**src/rtl/filter_coe_ctrl.sv**
```systemverilog
// Double-buffered coefficient bank for the stream convolution filter; the shadow bank is
// promoted to the active bank only at a start-of-frame handshake. Optional macro: COE_SUM_CHECK_EN.
module filter_coe_ctrl #(
    parameter int FILTER_CORE_DIM = 5,
    parameter int COE_WIDTH       = 16
) (
    input  logic                                                   clk,
    input  logic                                                   reset,
    input  logic                                                   cfg_wr_en,
    input  logic [7:0]                                             cfg_wr_addr,
    input  logic [COE_WIDTH-1:0]                                   cfg_wr_data,
    input  logic                                                   cfg_commit,
    output logic                                                   cfg_busy,
    output logic                                                   cfg_done,
    output logic                                                   cfg_reject,
    output logic                                                   cfg_addr_err,
    input  logic                                                   vid_tvalid,
    input  logic                                                   vid_tready,
    input  logic                                                   vid_tuser,
    output logic [FILTER_CORE_DIM*FILTER_CORE_DIM*COE_WIDTH-1:0]   coe_flat,
    output logic                                                   coe_swap
);
    localparam int NUM_TAPS   = FILTER_CORE_DIM * FILTER_CORE_DIM;
    localparam int CENTER_TAP = NUM_TAPS / 2;
    localparam int IDX_W      = $clog2(NUM_TAPS);
    localparam logic signed [COE_WIDTH-1:0] PASS_VAL   = {1'b0, {(COE_WIDTH-1){1'b1}}};
    localparam logic [8:0]                  NUM_TAPS_W = 9'(NUM_TAPS);

`ifdef COE_SUM_CHECK_EN
    typedef enum logic [1:0] {
        ST_IDLE  = 2'd0,
        ST_CHECK = 2'd1,
        ST_ARMED = 2'd2,
        ST_SWAP  = 2'd3
    } state_t;
`else
    typedef enum logic [1:0] {
        ST_IDLE  = 2'd0,
        ST_ARMED = 2'd2,
        ST_SWAP  = 2'd3
    } state_t;
`endif

    state_t state_reg, state_next;

    logic signed [COE_WIDTH-1:0] shadow_reg [NUM_TAPS];
    logic signed [COE_WIDTH-1:0] active_reg [NUM_TAPS];

    logic done_reg;
    logic swap_reg;
    logic addr_err_reg;

    logic wr_accept;
    logic addr_ok;
    logic sof;
    logic enter_armed;

    assign wr_accept   = (state_reg == ST_IDLE) && cfg_wr_en;
    assign addr_ok     = ({1'b0, cfg_wr_addr} < NUM_TAPS_W);
    assign sof         = vid_tvalid & vid_tready & vid_tuser;
    assign enter_armed = (state_next == ST_ARMED) && (state_reg != ST_ARMED);

`ifdef COE_SUM_CHECK_EN
    // DC-gain check: accumulator wide enough that the sum of all taps cannot overflow.
    localparam int ACC_W = COE_WIDTH + IDX_W;
    localparam logic signed [ACC_W-1:0] SUM_MAX  = ACC_W'(2 ** (COE_WIDTH - 1));
    localparam logic [IDX_W-1:0]        LAST_IDX = IDX_W'(NUM_TAPS - 1);

    logic [IDX_W-1:0]        idx_reg;
    logic signed [ACC_W-1:0] acc_reg;
    logic signed [ACC_W-1:0] acc_sum;
    logic signed [COE_WIDTH-1:0] cur_tap;
    logic last_tap;
    logic sum_ok;
    logic reject_reg;

    assign cur_tap  = shadow_reg[idx_reg];
    assign acc_sum  = acc_reg + ACC_W'(cur_tap);
    assign last_tap = (idx_reg == LAST_IDX);
    assign sum_ok   = !acc_sum[ACC_W-1] && (acc_sum <= SUM_MAX);

    always_ff @(posedge clk) begin
        if (reset) begin
            idx_reg    <= '0;
            acc_reg    <= '0;
            reject_reg <= 1'b0;
        end else begin
            reject_reg <= (state_reg == ST_CHECK) && last_tap && !sum_ok;
            if (state_reg == ST_CHECK) begin
                idx_reg <= idx_reg + 1'b1;
                acc_reg <= acc_sum;
            end else begin
                idx_reg <= '0;
                acc_reg <= '0;
            end
        end
    end

    assign cfg_reject = reject_reg;
`else
    assign cfg_reject = 1'b0;
`endif

    always_comb begin
        state_next = state_reg;
        case (state_reg)
            ST_IDLE: begin
                if (cfg_commit) begin
`ifdef COE_SUM_CHECK_EN
                    state_next = ST_CHECK;
`else
                    state_next = ST_ARMED;
`endif
                end
            end
`ifdef COE_SUM_CHECK_EN
            ST_CHECK: begin
                if (last_tap) begin
                    state_next = sum_ok ? ST_ARMED : ST_IDLE;
                end
            end
`endif
            ST_ARMED: begin
                if (sof) begin
                    state_next = ST_SWAP;
                end
            end
            ST_SWAP: state_next = ST_IDLE;
            default: state_next = ST_IDLE;
        endcase
    end

    // A write that coincides with the commit lands here first, so it is part of the commit.
    always_ff @(posedge clk) begin
        if (reset) begin
            for (int i = 0; i < NUM_TAPS; i++) begin
                shadow_reg[i] <= (i == CENTER_TAP) ? PASS_VAL : '0;
                active_reg[i] <= (i == CENTER_TAP) ? PASS_VAL : '0;
            end
        end else begin
            if (wr_accept && addr_ok) begin
                shadow_reg[cfg_wr_addr[IDX_W-1:0]] <= cfg_wr_data;
            end
            if (state_reg == ST_SWAP) begin
                for (int i = 0; i < NUM_TAPS; i++) begin
                    active_reg[i] <= shadow_reg[i];
                end
            end
        end
    end

    always_ff @(posedge clk) begin
        if (reset) begin
            state_reg    <= ST_IDLE;
            done_reg     <= 1'b0;
            swap_reg     <= 1'b0;
            addr_err_reg <= 1'b0;
        end else begin
            state_reg <= state_next;
            done_reg  <= (state_reg == ST_SWAP);
            swap_reg  <= (state_reg == ST_SWAP);
            // An accepted commit wins over a bad write in the same cycle.
            if (enter_armed) begin
                addr_err_reg <= 1'b0;
            end else if (wr_accept && !addr_ok) begin
                addr_err_reg <= 1'b1;
            end
        end
    end

    genvar gi;
    generate
        for (gi = 0; gi < NUM_TAPS; gi++) begin : g_flat
            assign coe_flat[gi*COE_WIDTH +: COE_WIDTH] = active_reg[gi];
        end
    endgenerate

    assign cfg_busy     = (state_reg != ST_IDLE);
    assign cfg_done     = done_reg;
    assign coe_swap     = swap_reg;
    assign cfg_addr_err = addr_err_reg;

endmodule

```
**config.mk**
```make
export PLATFORM = sky130hd
export DESIGN_NAME = filter_coe_ctrl
export DESIGN_NICKNAME = d
export VERILOG_FILES = /design/src/rtl/filter_coe_ctrl.sv
export SDC_FILE = /design/constraint.sdc
export NUM_CORES = 1
export LEC_CHECK = 0
export BUFFER_PORTS_ARGS = -buffer_cell sky130_fd_sc_hd__buf_2
export CAP_MARGIN = 25
export CORE_ASPECT_RATIO = 1.5
export CORE_UTILIZATION = 57
export CTS_CLUSTER_DIAMETER = 200
export DETAILED_ROUTE_END_ITERATION = 10
export HOLD_SLACK_MARGIN = 0.02
export PLACE_DENSITY = 0.8
export SETUP_SLACK_MARGIN = 0.1
export SYNTH_ARGS = -nofsm -noshare
export SYNTH_HDL_FRONTEND = slang
export SYNTH_SLANG_ARGS = --single-unit
```
**constraint.sdc**
```tcl
create_clock -name clk -period 15.6 [get_ports clk]
set_input_delay 3.12 -clock clk [delete_from_list [all_inputs] [get_ports clk]]
set_output_delay 3.12 -clock clk [all_outputs]
set_load 0.1 [all_outputs]
```
# Yosys cells after proc, flatten, opt, wreduce, memory -nomap -nowiden
# Memory sizes are Yosys's and may differ from the RTL's.
# Index checks and enable logic that the tools add are counted.
[op_classes]
magnitude_cmp = 1
n_eq_ne = 4
n_mux = 39
n_bitwise = 27
n_reduce_logical = 9
[ops]
columns = ["cell", "n"]
rows = [
  ["16-bit two-way mux", 26],
  ["1-bit OR", 25],
  ["16-bit OR reduction", 1],
  ["1-bit two-way mux", 9],
  ["8-bit by 5-bit < comparator with 1-bit output (second input constant)", 1],
  ["2-bit == test (second input constant)", 3],
  ["5-bit two-way mux", 1],
  ["1-bit logical AND", 4],
  ["2-bit two-way mux", 2],
  ["2-bit one-hot mux with 2 select lines", 1],
  ["1-bit bitwise AND", 2],
  ["2-bit zero test", 1],
  ["2-bit inequality test (second input constant)", 1],
  ["2-bit nonzero test", 1],
  ["2-bit OR reduction", 1],
  ["1-bit zero test", 1],
]
[totals]
register_bits = 4
ram_bits = 800
inputBits = 31
output_inout_bits = 405
word_cells = 85
memories = 2
[memory_table]
columns = ["memory", "words", "width", "read_ports", "rd_ports_with_merged_regs", "wr", "line_no", "source"]
rows = [
  ["active_reg", 25, 16, 25, 0, 25, "47", "logic signed [COE_WIDTH-1:0] active_reg [NUM_TAPS];"],
  ["shadow_reg", 25, 16, 25, 0, 25, "46", "logic signed [COE_WIDTH-1:0] shadow_reg [NUM_TAPS];"],
]

# Logic depth before layout (Yosys ltp)
# Gate-level depths: netlist of run 1.
[depth]
depth_word = 8
mapped_depth = 6
ltp_nobuf = 3

# Worst setup path after synthesis of run 1
# OpenSTA, ideal clock, no wires.
[synth_path]
path_type = "in2reg"
startpoint = "input port reset"
endpoint = "memory active_reg[0][0], enable pin"
setup_ps = 2924
t_arrival_ps = 10278
t_required_ps = 12676
slack_ps = 2399
cell_stages = 5
path_buffers = 3
cell_sequence = "clkbuf_1 -> clkbuf_1 -> inv_1 -> clkbuf_1 -> nand2_1"
[synth_rtl]
columns = ["item", "line_no", "source"]
rows = [
  ["start, declared", "8", "input logic reset,"],
  ["end, declared", "47", ""],
]

==> impl_metrics.toml, run 1 <==
[run_status]
status = "finished, final reports clean"

[drt]
vias = 16360
routedWlPerCell_um = 23.29
drc_errors = 0
drtIter0Drc = 1572
ant_nets = 0
vias_per_cell = 5.492
routed_wl_mm = 69.35
drtPass1Iterations = 6

[sta]
max_freq_ghz = 0.1603
drv_slew = 0
fin_worst_skew_ns = 0.01934
worst_pin_slew_ns = 1.358
max_slew_margin_pct = 9.479
finalHoldViolations = 0
setup_viol = 0
period_minus_slack_ns = 6.240
finalSetupTns_ns = 0
rsz0062_at_grt = "false"
fin_crit_sh_pct = 40.00

[synthesis]
synth_edf_count = 784
synth_cell_types = 35
synth_compound_area_share_pct = 0.6694
synth_area_leaders = "edfxtp_1, and2_1, nor2_1, nor2b_1, dfxtp_1"
synth.top_cells.by_count = "edfxtp_1, and2_1, nor2_1, nor2b_1, clkbuf_1"
ys_seq_area_share_pct = 81.59
muxShareOfSynthArea_pct = 0.6140
yosysTopAreaCellShare_pct = 80.23
synth_xor_area_share_pct = 0
ys_dominant_reg_cell = "edfxtp_1"
yosysMostFrequentCell = "edfxtp_1"
synth.avg_cell_area_um2 = 16.05
synth_area_um2 = 29350
synth_top_cell_by_area = "edfxtp_1"
synthesis.nets = 1859
synthAdderAreaFrac_pct = 0
synth-simple-area-share_pct = 15.69
syn_inst = 1828
synth-seq-cells = 804
ys_warn_count = 0
synthArstFlopShare_pct = 0
synth_top_family_by_area = "simple AND/OR/NAND/NOR gates"

[setup_path]
cpMostUsedCell = "buf_4"
crit_path_end_kind = "flop"
crit_path_start_kind = "primary input"
crit_path_max_fanout = 86
worstReg2RegStart = "state_reg[1]$_SDFF_PP0_"
crit_type = "in -> reg"
required_ns = 15.80
cpLargestDelayFamily = "buffers and inverters"
critPathLaunch = "reset"
critPathBufInv = 4
critPathMaxStageDelay_ns = 0.88
cp_slowest_cell = "buf_4"
path_cells = "buf_4, inv_1, nand2_4, buf_4, buf_4"
crit_arrival_ns = 6.44

[clock_tree]
cts.clk_slew.worst_paths_ns = 0.06
post_cts_buffers = 0
htreeDepth = 3
ctsHoldBuffers = 0
cts_buffer_depth = 3
cts_buffers = 70
cts-resized-gates = 0
cts-root-buf = "clkbuf_16"
cts_tree = "yes"
clock_latency_ns = 0.59
cts_num_sinks = 804

[floorplan]
dieArea_um2 = 52410
initial_core_util_pct = 57.91
die_w_um = 187.3
ios = 436
rows = 101
core-area_um2 = 50670
dieHeight_um = 279.9

[placement]
io_buffers = 434
gp_congestion = 0.8646
hpwl_mm = 45.50
dpl_cell_area_um2 = 32180

[grt]
grt_use_total_pct = 26.23
grt_pass1_wl_mm = 99.27
overflow = 0
antenna_found_initial = 0
grt_max_degree = 196
grt_pass1_vias = 15840

[pwr]
netSwitchingPower_mw = 1.193
combPwrFrac_pct = 9.9
vdd_ir_drop_max_mv = 0.1181
internal-power_mw = 3.401
p_leak_nw = 13.00
p_clk_share_pct = 36.2
p_seq_share_pct = 53.9
power.total_mw = 4.594
power.density_nw_per_um2 = 133.7
power_switching_share_pct = 25.96

[final_layout]
drive_gt1_share_pct = 25.94
multi_input_area_um2 = 5011
num-fill-cells = 3256
finalNetCount = 2290
final_util_pct = 67.82
fin_area_um2 = 34370
final-seq-area_um2 = 23940
antenna_cells = 0
syn_to_final_growth_pct = 17.11

[flow_run]
drv_cap = 0

[worst_hold_path]
hold_path.class = "reg -> reg"
hp-start = "shadow_reg[12][6]$_SDFFCE_PN1P_"
layer usage:
| layer | share of wire, % | vias to the layer above | global-route usage (%) |
|---|---|---|---|
| li1 | - | 7246 | - |
| met1 | 35 | 7993 | 31.25 |
| met2 | 51 | 921 | 44.93 |
| met3 | 8.2 | 196 | 4.698 |
| met4 | 5.6 | 0 | 15.17 |
| met5 | 0 | - | 0 |
area by class of cell:
class | count | area share [%]
flip-flops and latches | 804 | 69.67
multi-input cells | 919 | 14.58
repair buffers | 459 | 6.910
clock buffers | 90 | 5.487
well taps | 669 | 2.436
clock inverters | 32 | 0.8629
inverters | 5 | 0.05461
worst reg2reg max path, delay by kind of cell (launching register included):
family / cells / cell delay, ns
buf+inv: 2 / 1.81
simple gates: 2 / 1.05
flops: 1 / 0.49
kinds of logic (layout without fill, tap and decap cells):
| group | Yosys count | count (layout) |
|---|---|---|
| muxes | 16 | 16 |
| buffers and inverters | 105 | 586 |
| DFF | 804 | 804 |
| AOI/OAI and AO/OA | 27 | 27 |
| and+or+nand+nor | 875 | 875 |
| other | 1 | 1 |
cells in the final DEF (no fill, tap or decap), types with 2 or more instances in the layout:
cell type / instances
clkbuf_1: 14
a31o_2: 12
dfxtp_1: 20
o21ai_1: 8
nor2_1: 324
inv_6: 2
buf_4: 25
edfxtp_1: 784
buf_2: 433
and2_1: 325
clkinv_1: 10
nand4_1: 9
o31ai_2: 2
clkbuf_16: 71
nand2_1: 50
or2_2: 2
nor4b_4: 2
clkbuf_8: 3
clkbuf_4: 2
or3_1: 30
mux2_2: 16
nor2b_1: 113
clkinvlp_4: 2
clkinv_2: 11
inv_1: 4
and4_1: 3
bufinv_16: 3
clkinv_8: 4
a21oi_1: 2
nand4_2: 3
nor3_1: 4
through the flow:
stage               instances  setup WS, ns  hold slack [ns]
floorplan                1828         2.399           0.4807
global placement         2854         8.939           0.4871
detailed placement       2856         8.811           0.4987
CTS                      2978         9.405           0.5043
global route             2978         9.139           0.5097
finish                   2978         9.360           0.5046
power by group through the flow:
stage          registers, mW  logic, mW  clock network [mW]
2_1_floorplan           2.83     0.0624                   0
3_3_place_gp            2.52      0.450                   0
3_5_place_dp            2.52      0.456                   0
4_1_cts                 2.47      0.456                1.68
5_1_grt                 2.48      0.465                1.76
6_report                2.47      0.455                1.66
path summary, 6_finish.rpt:
path | end | slack, ns | cells past startpoint
worst max-delay path | active_reg[0][145]$_SDFFCE_PN0P_ | 9.36 | 5
worst min-delay path | active_reg[0][198]$_SDFFCE_PN1P_ | 0.50 | 1
worst max register to register | active_reg[0][145]$_SDFFCE_PN0P_ | 11.81 | 4
worst min register to register | active_reg[0][198]$_SDFFCE_PN1P_ | 0.50 | 1
Note: power is estimated with default switching activity, not from simulation.
==> inputs of run 2 (changes only) <==
- clock period: 15.6 -> 6.5 ns (I/O delays scaled with it)
==> impl_metrics.toml, run 2 (synthesized netlist as in run 1, its figures left out) <==
[grt]
grt_pass1_vias = 15760
antenna_found_initial = 1
grt_pass1_wl_mm = 97.60
grt_max_degree = 159
overflow = 0
grt_use_total_pct = 25.81

[sta]
fin_crit_sh_pct = 62.06
fin_ws_ns = 2.466
drv_slew = 0
worst_pin_slew_ns = 1.025
finalHoldViolations = 0
max_slew_margin_pct = 31.53
whs_ns = 0.5007
rsz0062_at_grt = "false"
period_minus_slack_ns = 4.034
setup_viol = 0
fin_worst_skew_ns = 0.01778
finalSetupTns_ns = 0
max_freq_ghz = 0.2479

[placement]
hpwl_mm = 45.58
dpl_cell_area_um2 = 32210
io_buffers = 434
post-place-ws_ns = 1.869
gp_congestion = 0.8357
dp_cells = 2856

[pwr]
vdd_ir_drop_max_mv = 0.2349
internal-power_mw = 8.034
netSwitchingPower_mw = 2.844
power.total_mw = 10.88
p_clk_share_pct = 35.3
p_leak_nw = 12.96
power.density_nw_per_um2 = 317.2
p_seq_share_pct = 54.6
power_switching_share_pct = 26.14
combPwrFrac_pct = 10.1

[floorplan]
initial_core_util_pct = 57.91
rows = 101
die_w_um = 187.3
core-area_um2 = 50670
dieHeight_um = 279.9
dieArea_um2 = 52410
ios = 436

[clock_tree]
ctsHoldBuffers = 0
cts-resized-gates = 0
htreeDepth = 3
cts-root-buf = "clkbuf_16"
cts_buffer_depth = 3
cts_num_sinks = 804
clock_latency_ns = 0.59
cts_tree = "yes"
cts.clk_slew.worst_paths_ns = 0.06
cts_buffers = 69
post_cts_buffers = 0

[final_layout]
stdcell_count = 2981
final_util_pct = 67.68
final_common_cell = "edfxtp_1"
fin_area_um2 = 34300
finalNetCount = 2290
drive_gt1_share_pct = 25.88
final_cell_mix = "edfxtp_1, buf_2, and2_1"
syn_to_final_growth_pct = 16.88

[setup_path]
cpLargestDelayFamily = "buffers and inverters"
crit_path_max_fanout = 148
cp_slowest_cell = "nand2_8"
critPathMaxStageDelay_ns = 0.67
crit_path_end_kind = "flop"
path_cells = "buf_4, buf_4, inv_1, nand2_8, buf_12"
crit_path_start_kind = "primary input"
cpMostUsedCell = "buf_4"
crit_type = "in -> reg"
critPathBufInv = 4
crit_arrival_ns = 4.24
required_ns = 6.71

[drt]
drc_errors = 0
routed_wl_mm = 68.55
vias = 16280
ant_nets = 0
routedWlPerCell_um = 22.99
vias_per_cell = 5.462
drtPass1Iterations = 6
drtIter0Drc = 1628

[worst_hold_path]
hold_path.class = "reg -> reg"

[flow_run]
drv_cap = 0

[run_status]
status = "finished, final reports clean"
-- run 2: changes by cell type in the layout (fill, tap and decap cells not counted), sizes merged --
| cell | change |
|---|---|
| diode | +1 |
| clkbuf | -6 |
| clkinvlp | +2 |
| inv | +2 |
| buf | +1 |
| clkinv | +4 |
| bufinv | -1 |
-- run 2: final timing paths --
kind | start | endpoint | slack (ns) | cells after the start
hold / removal | shadow_reg[12][8]$_SDFFCE_PN1P_ | active_reg[0][200]$_SDFFCE_PN1P_ | 0.50 | 1
setup reg to reg | state_reg[1]$_SDFF_PP0_ | active_reg[0][40]$_SDFFCE_PN0P_ | 3.63 | 3
setup / recovery | reset | active_reg[0][40]$_SDFFCE_PN0P_ | 2.47 | 5
hold reg to reg | shadow_reg[12][8]$_SDFFCE_PN1P_ | active_reg[0][200]$_SDFFCE_PN1P_ | 0.50 | 1
-- run 2: layout make-up --
type	count	area, um^2
inverters	5	18.77
flip-flops and latches	804	23940
well taps	669	837.1
repair buffers	460	2407
clock buffers	84	1793
multi-input cells	919	5024
fillers	3301	16380
clock inverters	39	272.8
diodes	1	2.502
-- run 2: per-layer routing --
metal | share of wire [%] | global-route usage [%]
met5 | 0.019 | 0
met4 | 5.6 | 14.96
met3 | 8.1 | 3.934
met2 | 51 | 44.11
met1 | 35 | 31.33
-- run 2: power groups by stage --
stage | Clock, mW | Combinational [mW] | Sequential, mW
final | 3.85 | 1.09 | 5.94
after CTS | 3.87 | 1.10 | 5.94
after global routing | 4.05 | 1.12 | 5.95
after global placement | 0 | 1.09 | 6.05
after detailed placement | 0 | 1.10 | 6.05
after floorplan | 0 | 0.150 | 6.76
